[config.mk]
export PLATFORM = sky130hd
export DESIGN_NAME = multicycle_control
export DESIGN_NICKNAME = d
export VERILOG_FILES = /design/src/rtl/multicycle_pkg.sv /design/src/rtl/mc_mem_wait_timer.sv /design/src/rtl/multicycle_control.sv
export SDC_FILE = /design/constraint.sdc
export NUM_CORES = 1
export LEC_CHECK = 0
export CELL_PAD_IN_SITES_DETAIL_PLACEMENT = 1
export CELL_PAD_IN_SITES_GLOBAL_PLACEMENT = 1
export CORE_MARGIN = 2
export CORE_UTILIZATION = 36
export CTS_CLUSTER_SIZE = 25
export DETAILED_ROUTE_END_ITERATION = 8
export PLACE_DENSITY_LB_ADDON = 0.1
export SLEW_MARGIN = 15
export SYNTH_ARGS = -nofsm -noshare
export SYNTH_HDL_FRONTEND = slang
export SYNTH_SLANG_ARGS = --single-unit
[constraint.sdc]
create_clock -name CLK -period 1.87 [get_ports CLK]
set_input_delay 0.4675 -clock CLK [delete_from_list [all_inputs] [get_ports CLK]]
set_output_delay 0.4675 -clock CLK [all_outputs]
set_load 0.005 [all_outputs]
[src/rtl/multicycle_pkg.sv]
// ----------------------------------------------------------------------------
// multicycle_pkg
// Shared encodings for the multi-cycle controller: opcodes, FSM states, ALU
// operand/operation selects, PC source selects, and the per-state control word
// with its decode function. Used by the controller, the data path and benches.
// ----------------------------------------------------------------------------
package multicycle_pkg;

    localparam int unsigned OPCODE_W   = 3;
    localparam int unsigned STATE_BITS = 4;
    localparam int unsigned SEL_W      = 2;
    localparam int unsigned PERF_W     = 16;

    typedef enum logic [OPCODE_W-1:0] {
        OP_R3    = 3'b000,
        OP_ADDI  = 3'b001,
        OP_LOAD  = 3'b010,
        OP_STORE = 3'b011,
        OP_JUMP  = 3'b100,
        OP_BEQ   = 3'b101,
        OP_LUI   = 3'b110,
        OP_HALT  = 3'b111
    } opcode_t;

    typedef enum logic [STATE_BITS-1:0] {
        ST_FETCH     = 4'd0,
        ST_DECODE    = 4'd1,
        ST_MEM_ADDR  = 4'd2,
        ST_MEM_READ  = 4'd3,
        ST_MEM_WB    = 4'd4,
        ST_MEM_WRITE = 4'd5,
        ST_R_EXEC    = 4'd6,
        ST_ALU_WB    = 4'd7,
        ST_I_EXEC    = 4'd8,
        ST_BRANCH    = 4'd9,
        ST_JUMP      = 4'd10,
        ST_LUI_WB    = 4'd11,
        ST_HALT      = 4'd12,
        ST_FAULT     = 4'd13
    } state_t;

    typedef enum logic [SEL_W-1:0] {
        SRCB_REGB = 2'd0,
        SRCB_ONE  = 2'd1,
        SRCB_IMM  = 2'd2
    } alu_src_b_t;

    typedef enum logic [SEL_W-1:0] {
        ALUOP_ADD   = 2'd0,
        ALUOP_SUB   = 2'd1,
        ALUOP_FUNCT = 2'd2
    } alu_op_t;

    typedef enum logic [SEL_W-1:0] {
        PCSRC_ALU    = 2'd0,
        PCSRC_ALUOUT = 2'd1,
        PCSRC_IMM    = 2'd2
    } pc_source_t;

    // Moore part of the control word; input-dependent strobes are qualified
    // at the controller outputs (fetch_strobe by ready, pc_write_zero by zero).
    typedef struct packed {
        logic       fetch_strobe;
        logic       pc_write;
        logic       pc_write_zero;
        logic       mem_read;
        logic       mem_write;
        logic       iord;
        logic       reg_write;
        logic       mem_to_reg;
        logic       branch;
        logic       alu_src_a;
        alu_src_b_t alu_src_b;
        alu_op_t    alu_op;
        pc_source_t pc_source;
        logic       halt;
        logic       fault;
    } ctrl_t;

    // Control word asserted while the FSM sits in state s.
    function automatic ctrl_t state_ctrl(input state_t s);
        ctrl_t c;
        c = '0;
        case (s)
            ST_FETCH: begin
                c.fetch_strobe = 1'b1;
                c.mem_read     = 1'b1;
                c.alu_src_b    = SRCB_ONE;
            end
            ST_DECODE: begin
                c.alu_src_b = SRCB_IMM;
            end
            ST_MEM_ADDR: begin
                c.alu_src_a = 1'b1;
                c.alu_src_b = SRCB_IMM;
            end
            ST_MEM_READ: begin
                c.iord     = 1'b1;
                c.mem_read = 1'b1;
            end
            ST_MEM_WB: begin
                c.reg_write  = 1'b1;
                c.mem_to_reg = 1'b1;
            end
            ST_MEM_WRITE: begin
                c.iord      = 1'b1;
                c.mem_write = 1'b1;
            end
            ST_R_EXEC: begin
                c.alu_src_a = 1'b1;
                c.alu_src_b = SRCB_REGB;
                c.alu_op    = ALUOP_FUNCT;
            end
            ST_I_EXEC: begin
                c.alu_src_a = 1'b1;
                c.alu_src_b = SRCB_IMM;
                c.alu_op    = ALUOP_ADD;
            end
            ST_ALU_WB: begin
                c.reg_write = 1'b1;
            end
            ST_BRANCH: begin
                c.alu_src_a     = 1'b1;
                c.alu_src_b     = SRCB_REGB;
                c.alu_op        = ALUOP_SUB;
                c.branch        = 1'b1;
                c.pc_source     = PCSRC_ALUOUT;
                c.pc_write_zero = 1'b1;
            end
            ST_JUMP: begin
                c.pc_write  = 1'b1;
                c.pc_source = PCSRC_IMM;
            end
            ST_LUI_WB: begin
                c.reg_write = 1'b1;
                c.alu_src_b = SRCB_IMM;
            end
            ST_HALT:  c.halt  = 1'b1;
            ST_FAULT: c.fault = 1'b1;
            default:  c.fault = 1'b1;
        endcase
        return c;
    endfunction

    // States that wait on the memory ready handshake.
    function automatic logic is_mem_wait(input state_t s);
        return (s == ST_FETCH) || (s == ST_MEM_READ) || (s == ST_MEM_WRITE);
    endfunction

endpackage

[src/rtl/mc_mem_wait_timer.sv]
// ----------------------------------------------------------------------------
// mc_mem_wait_timer
// Counts consecutive not-ready cycles in a memory-wait state and flags the
// cycle in which the count reaches MAX_COUNT.
//   CLK     in  clock
//   Reset   in  asynchronous active-high reset
//   clear   in  restart the count (state entry); has priority over tick
//   tick    in  one more not-ready cycle
//   expired out this tick brings the count to MAX_COUNT (combinational)
// ----------------------------------------------------------------------------
module mc_mem_wait_timer #(
    parameter int unsigned MAX_COUNT = 15
) (
    input  logic CLK,
    input  logic Reset,
    input  logic clear,
    input  logic tick,
    output logic expired
);

    localparam int unsigned CNT_W = (MAX_COUNT > 1) ? $clog2(MAX_COUNT) : 1;
    localparam logic [CNT_W-1:0] LIMIT = CNT_W'(MAX_COUNT - 1);

    logic [CNT_W-1:0] r_count;
    logic             w_at_limit;

    assign w_at_limit = (r_count == LIMIT);
    assign expired    = tick & w_at_limit;

    // Holds at LIMIT; the controller leaves the wait state when expired fires.
    always_ff @(posedge CLK or posedge Reset) begin
        if (Reset) begin
            r_count <= '0;
        end else if (clear) begin
            r_count <= '0;
        end else if (tick && !w_at_limit) begin
            r_count <= r_count + CNT_W'(1);
        end
    end

endmodule

[src/rtl/multicycle_control.sv]
// ----------------------------------------------------------------------------
// multicycle_control
// Control FSM of a multi-cycle processor: sequences fetch, decode, execute,
// memory access and write-back, with a memory-wait watchdog that faults the
// machine after MEM_WAIT_MAX consecutive not-ready cycles.
//   CLK, Reset                 clock, asynchronous active-high reset
//   input_opcode[2:0]          IR[2:0], valid from DECODE onward
//   input_zero                 ALU zero flag
//   input_mem_ready            memory completes the current access
//   output_pc_write/ir_write   PC and IR load strobes
//   output_mem_read/mem_write  memory strobes; output_iord selects ALUOut
//   input_reg_write, memToReg, input_branch   data-path controls
//   output_alu_src_a/_b, output_alu_op, output_pc_source   mux selects
//   output_state, output_halt, output_fault   status
// Optional feature (macro MULTICYCLE_PERF_COUNT_EN): adds saturating 16-bit
// output_cycle_count and output_retire_count.
// ----------------------------------------------------------------------------
module multicycle_control
    import multicycle_pkg::*;
#(
    parameter int unsigned MEM_WAIT_MAX = 15,
    parameter int unsigned STATE_W      = 4
) (
    input  logic               CLK,
    input  logic               Reset,
    input  logic [2:0]         input_opcode,
    input  logic               input_zero,
    input  logic               input_mem_ready,
    output logic               output_pc_write,
    output logic               output_ir_write,
    output logic               output_mem_read,
    output logic               output_mem_write,
    output logic               output_iord,
    output logic               input_reg_write,
    output logic               memToReg,
    output logic               input_branch,
    output logic               output_alu_src_a,
    output logic [1:0]         output_alu_src_b,
    output logic [1:0]         output_alu_op,
    output logic [1:0]         output_pc_source,
    output logic [STATE_W-1:0] output_state,
    output logic               output_halt,
    output logic               output_fault
`ifdef MULTICYCLE_PERF_COUNT_EN
    ,
    output logic [15:0]        output_cycle_count,
    output logic [15:0]        output_retire_count
`endif
);

    state_t  r_state;
    state_t  w_next;
    ctrl_t   r_ctrl;
    opcode_t w_opcode;
    logic    w_tick;
    logic    w_clear;
    logic    w_expired;
    logic    w_run;

    assign w_opcode = opcode_t'(input_opcode);

    // Watchdog counts not-ready cycles only while waiting on memory and
    // restarts whenever the FSM changes state.
    assign w_tick  = is_mem_wait(r_state) & ~input_mem_ready;
    assign w_clear = (w_next != r_state);

    mc_mem_wait_timer #(
        .MAX_COUNT (MEM_WAIT_MAX)
    ) u_wait_timer (
        .CLK     (CLK),
        .Reset   (Reset),
        .clear   (w_clear),
        .tick    (w_tick),
        .expired (w_expired)
    );

    // Next-state selection.
    always_comb begin
        w_next = r_state;
        case (r_state)
            ST_FETCH: begin
                if (w_expired)            w_next = ST_FAULT;
                else if (input_mem_ready) w_next = ST_DECODE;
            end
            ST_DECODE: begin
                case (w_opcode)
                    OP_R3:    w_next = ST_R_EXEC;
                    OP_ADDI:  w_next = ST_I_EXEC;
                    OP_LOAD:  w_next = ST_MEM_ADDR;
                    OP_STORE: w_next = ST_MEM_ADDR;
                    OP_JUMP:  w_next = ST_JUMP;
                    OP_BEQ:   w_next = ST_BRANCH;
                    // lui writes back straight from decode
                    OP_LUI:   w_next = ST_LUI_WB;
                    OP_HALT:  w_next = ST_HALT;
                    default:  w_next = ST_FAULT;
                endcase
            end
            ST_MEM_ADDR: begin
                w_next = (w_opcode == OP_STORE) ? ST_MEM_WRITE : ST_MEM_READ;
            end
            ST_MEM_READ: begin
                if (w_expired)            w_next = ST_FAULT;
                else if (input_mem_ready) w_next = ST_MEM_WB;
            end
            ST_MEM_WRITE: begin
                if (w_expired)            w_next = ST_FAULT;
                else if (input_mem_ready) w_next = ST_FETCH;
            end
            ST_R_EXEC:  w_next = ST_ALU_WB;
            ST_I_EXEC:  w_next = ST_ALU_WB;
            ST_MEM_WB:  w_next = ST_FETCH;
            ST_ALU_WB:  w_next = ST_FETCH;
            ST_BRANCH:  w_next = ST_FETCH;
            ST_JUMP:    w_next = ST_FETCH;
            ST_LUI_WB:  w_next = ST_FETCH;
            ST_HALT:    w_next = ST_HALT;
            ST_FAULT:   w_next = ST_FAULT;
            default:    w_next = ST_FAULT;
        endcase
    end

    // State register with the control word registered alongside it.
    always_ff @(posedge CLK or posedge Reset) begin
        if (Reset) begin
            r_state <= ST_FETCH;
            r_ctrl  <= state_ctrl(ST_FETCH);
        end else begin
            r_state <= w_next;
            r_ctrl  <= state_ctrl(w_next);
        end
    end

    // The control word already holds FETCH values during reset so the first
    // released cycle fetches; w_run keeps every output low while Reset is high.
    assign w_run = ~Reset;

    // Strobes: PC/IR load only on a completed fetch, memory strobes drop in
    // the cycle the watchdog fires.
    assign output_ir_write  = w_run & r_ctrl.fetch_strobe & input_mem_ready;
    assign output_pc_write  = w_run & (r_ctrl.pc_write
                                     | (r_ctrl.pc_write_zero & input_zero)
                                     | (r_ctrl.fetch_strobe & input_mem_ready));
    assign output_mem_read  = w_run & r_ctrl.mem_read  & ~w_expired;
    assign output_mem_write = w_run & r_ctrl.mem_write & ~w_expired;
    assign input_reg_write  = w_run & r_ctrl.reg_write;
    assign input_branch     = w_run & r_ctrl.branch;

    // Selects and status.
    assign output_iord      = w_run & r_ctrl.iord;
    assign memToReg         = w_run & r_ctrl.mem_to_reg;
    assign output_alu_src_a = w_run & r_ctrl.alu_src_a;
    assign output_alu_src_b = w_run ? 2'(r_ctrl.alu_src_b) : 2'd0;
    assign output_alu_op    = w_run ? 2'(r_ctrl.alu_op)    : 2'd0;
    assign output_pc_source = w_run ? 2'(r_ctrl.pc_source) : 2'd0;
    assign output_halt      = w_run & r_ctrl.halt;
    assign output_fault     = w_run & r_ctrl.fault;
    assign output_state     = STATE_W'(r_state);

`ifdef MULTICYCLE_PERF_COUNT_EN
    localparam logic [PERF_W-1:0] PERF_MAX = '1;

    logic [PERF_W-1:0] r_cycle_count;
    logic [PERF_W-1:0] r_retire_count;
    logic              w_count_cycle;
    logic              w_retire;

    assign w_count_cycle = (r_state != ST_HALT) && (r_state != ST_FAULT);
    assign w_retire      = (w_next == ST_FETCH) && (r_state != ST_FETCH);

    // Saturating performance counters.
    always_ff @(posedge CLK or posedge Reset) begin
        if (Reset) begin
            r_cycle_count  <= '0;
            r_retire_count <= '0;
        end else begin
            if (w_count_cycle && (r_cycle_count != PERF_MAX)) begin
                r_cycle_count <= r_cycle_count + PERF_W'(1);
            end
            if (w_retire && (r_retire_count != PERF_MAX)) begin
                r_retire_count <= r_retire_count + PERF_W'(1);
            end
        end
    end

    assign output_cycle_count  = r_cycle_count;
    assign output_retire_count = r_retire_count;
`endif

endmodule

==> summary.md <==
| Metric | Value |
|---|---|
| Status | `complete, but fails checks` |
| Failing checks | `setup timing` |
| CTS max path bufs | `2` |
| Compound-Gate Fraction of Synth Area | `about 17%` |
| Setup crit end kind | `output pin` |
| Number of global-route vias before repair | `roughly 1400` |
| Boundary Pins | `28` |
| Routed Antenna Nets | `0` |
| Largest net degree at the start of global routing | `18` |
| Slew @ Worst Pin | `0.358 ns` |
| TritonCTS clock tree | `yes` |
| Diodes inserted | `0` |
| Simple-Gate Fraction of Synth Area | `27.0%` |
| Via density | `5.15` |
| Routed wire length | `between 5000 and 6000 um` |
| Predominant post-synthesis flop cell | `dfrtp_1` |
| Hold slack | `0.398 ns` |
| Sequential area share after synthesis | `between 30 and 40%` |
| Max Cap Viol | `0` |
| RePlAce Congestion | `0.800` |
| Fmax | `0.458 GHz` |
| CP arrival | `1.72 ns` |
| Site row count | `23` |
| Hold Crit Class | `input pin to asynchronous set/reset pin` |
| Placed cell count | `266` |
| CTS H-tree lvls | `1` |
| Root buf cell | `clkbuf_8` |
| Die W | `68.3 um` |
| Number of synthesized flops with an enable pin | `0` |
| Final setup fails | `21` |
| Clk pin slew, worst setup/hold paths | `0.08 ns` |
| Avg Cell Area, Syn | `9.72 sq um` |
| Worst-Skew Late Latency | `0.27 ns` |
| Initial antenna violation count | `0` |
| DR DRC count | `0` |
| Routed wire per std cell | `between 15 and 20 um` |
| GRT overflow | `0` |
| Post-Syn Area | `1490 sq um` |
| Largest family of logic cells by synthesized area | `simple AND/OR/NAND/NOR gates` |
| Slew Limit Headroom | `75.9%` |
| Total core area | `approximately 4000 sq um` |
| Max Slew Vio Count | `0` |
| Slowest-stage cell, CP | `dfrtp_1` |
| First drt pass iteration count | `4` |
| Netlist cell types | `49` |
| Area Overhead vs Synth | `67.7%` |
| Critical Path, Cell by Cell | `or2b_1 > mux2i_2 > a31oi_1 > buf_4 > and2_4 > buf_6` |
| Non-filler cells, final | `281` |
| Initial Utilization | `between 30% and 40%` |
| Maximum VDD drop | `0.295 mV` |
| Die Y | `68.3 um` |
| Syn Nets | `166` |
| Wire length of the first global-routing pass | `between 7000 and 8000 um` |
| GR Util All Layers | `20.7%` |
| 1st-iter DRT viols | `47` |
| Tmin final | `between 2 and 2.5 ns` |
| Skew final | `0.00826 ns` |
| I/O Buffers | `27` |
| Largest stage delay, worst path | `0.43 ns` |
| Yosys warns | `0` |
| Final hold vios | `0` |
| DR vias | `1446` |
| Post-Synthesis Cells | `153` |
| Power density cells | `360 nW/um^2` |
| Die area | `4660 sq um` |
| Num Clock Sinks | `22` |
| Setup TNS | `-3.16 ns` |
| Yosys reg bits | `22` |
| Worst-path maximum fanout | `3` |
| Async S/R FF share, synth | `100%` |
| Xor/xnor cell area share of the yosys netlist | `4.63%` |
| Cts bufs inserted | `3` |
| Crit start category | `flip-flop` |
| Final net count | `245` |
| Tcrit/Tclk final | `117%` |
| Critical Path RT | `1.40 ns` |
| Synth Area in Adders | `5.05%` |
| Unrepaired setup endpoints after global routing | `yes` |
| Setup ws final | `-0.316 ns` |
| Layout cell share with drive strength beyond 1 | `53.2%` |
| Mux contribution to synthesized area | `1.93%` |
| Leak Pwr | `0.00124 uW` |
| Class of the most critical setup path | `flip-flop to output pin` |
| Layout fillers | `approximately 440` |
| Detail Placement HPWL | `3360 um` |
[worst max-delay path: cells and delay by family, from the launching register on]
family / cells / cell delay [ns]
compound gates: 1 / 0.14
buf+inv: 2 / 0.26
flops: 1 / 0.43
mux: 1 / 0.23
simple gates: 2 / 0.40
[registers in the layout, indices dropped and copies added, names as in the netlist]
signal and count:
r_ctrl 14, u_wait_timer.r_count 4, output_state 4
[cell usage in the layout (no fill, tap or decap), types with 4 or more instances in the layout]
| cell | n |
|---|---|
| buf_4 | 48 |
| dfrtp_1 | 18 |
| nor2_1 | 12 |
| nor2b_1 | 10 |
| dlygate4sd2_1 | 10 |
| buf_6 | 9 |
| dlymetal6s2s_1 | 6 |
| nor2_2 | 5 |
| nand2_1 | 5 |
| nand3_1 | 4 |
| a21oi_1 | 4 |
| o21ai_0 | 4 |
| clkbuf_8 | 4 |
| buf_2 | 4 |
| clkdlybuf4s50_1 | 4 |
[power by group]
group	leakage (uW)	internal, uW	total, uW	switching [uW]
sequential	0.000279	476	476	0
clock	0.0000288	188	338	150
combinational	0.000932	38.8	84.2	45.5
total	0.00124	702	898	196
[layout make-up]
cell class                      instances  area [sq um]  area share (%)
Timing Repair Buffer                   84           729            29.2
Clock buffer                            4          55.1            2.21
Sequential cell                        22           556            22.3
Multi-Input combinational cell        115          1060            42.7
Tap cell                               50          62.6            2.51
Inverter                                6          27.5            1.10
[per-layer routing]
| layer | share of wire (%) | GRT usage, % | up-vias |
|---|---|---|---|
| met5 | 0 | 0 | - |
| met4 | 1.5 | 3.00 | 0 |
| met3 | 3.3 | 3.95 | 6 |
| met2 | 54 | 36.9 | 40 |
| met1 | 42 | 26.3 | 720 |
| li1 | - | - | 680 |
[worst paths after layout]
check	start	end	slack (ns)	cells past startpoint
hold reg to reg	u_wait_timer.r_count[1]$_DFFE_PP0P_	u_wait_timer.r_count[1]$_DFFE_PP0P_	0.62	2
setup / recovery	output_state[1]$_DFF_PP0_	output_mem_read	-0.32	6
max in group asynchronous	Reset	r_ctrl[6]$_DFF_PP1_	1.14	4
min in group CLK	u_wait_timer.r_count[1]$_DFFE_PP0P_	u_wait_timer.r_count[1]$_DFFE_PP0P_	0.62	2
hold / removal	Reset	r_ctrl[7]$_DFF_PP0_	0.40	4
setup reg to reg	output_state[1]$_DFF_PP0_	r_ctrl[8]$_DFF_PP0_	-0.24	9
[per-stage QoR]
| step | power, uW | setup slack (ns) | cell area (sq um) | utilization, % |
|---|---|---|---|---|
| after global routing | 941 | -0.381 | 2490 | 62.4 |
| after detailed placement | 566 | -0.855 | 2140 | 53.6 |
| after floorplan | 520 | 0.00597 | 1550 | - |
| final | 898 | -0.316 | 2490 | 62.4 |
| after global placement | 563 | -0.747 | 2140 | 53.6 |
| after CTS | 911 | -0.309 | 2300 | 57.4 |
[cell families (layout without fill, tap and decap cells)]
group	after synthesis	after routing
multiplexers	2	2
AO/OA/AOI/OAI	30	30
flip-flops	22	22
AND/OR/NAND/NOR	70	70
adder cells (fa/ha/maj)	6	6
buffers and inverters	16	94
XOR/XNOR	7	7
[cells in the mapped netlist (3+ instances only)]
master,count,area (sq um)
xnor2_1,4,35.0
inv_1,6,22.5
o31ai_1,3,22.5
nand3_1,5,25.0
buf_4,3,22.5
and2_1,3,18.8
nor2_1,18,67.6
buf_6,5,56.3
nand2_1,5,18.8
nand2b_1,3,18.8
o21ai_0,6,30.0
nor2b_1,12,75.1
ha_1,6,75.1
nor3_1,3,15.0
dfrtp_1,20,500
nor3b_1,4,30.0
a21oi_1,5,25.0
[timing repair]
item,4_1_cts,5_1_grt
setup buffers,4,9
gates resized for setup,65,36
setup endpoints to repair,42,28
endpoints found under the hold margin,0,0
cloned,0,0
pin swaps,7,9
hold buffers,0,0
Power figures use the tool's default switching activity.
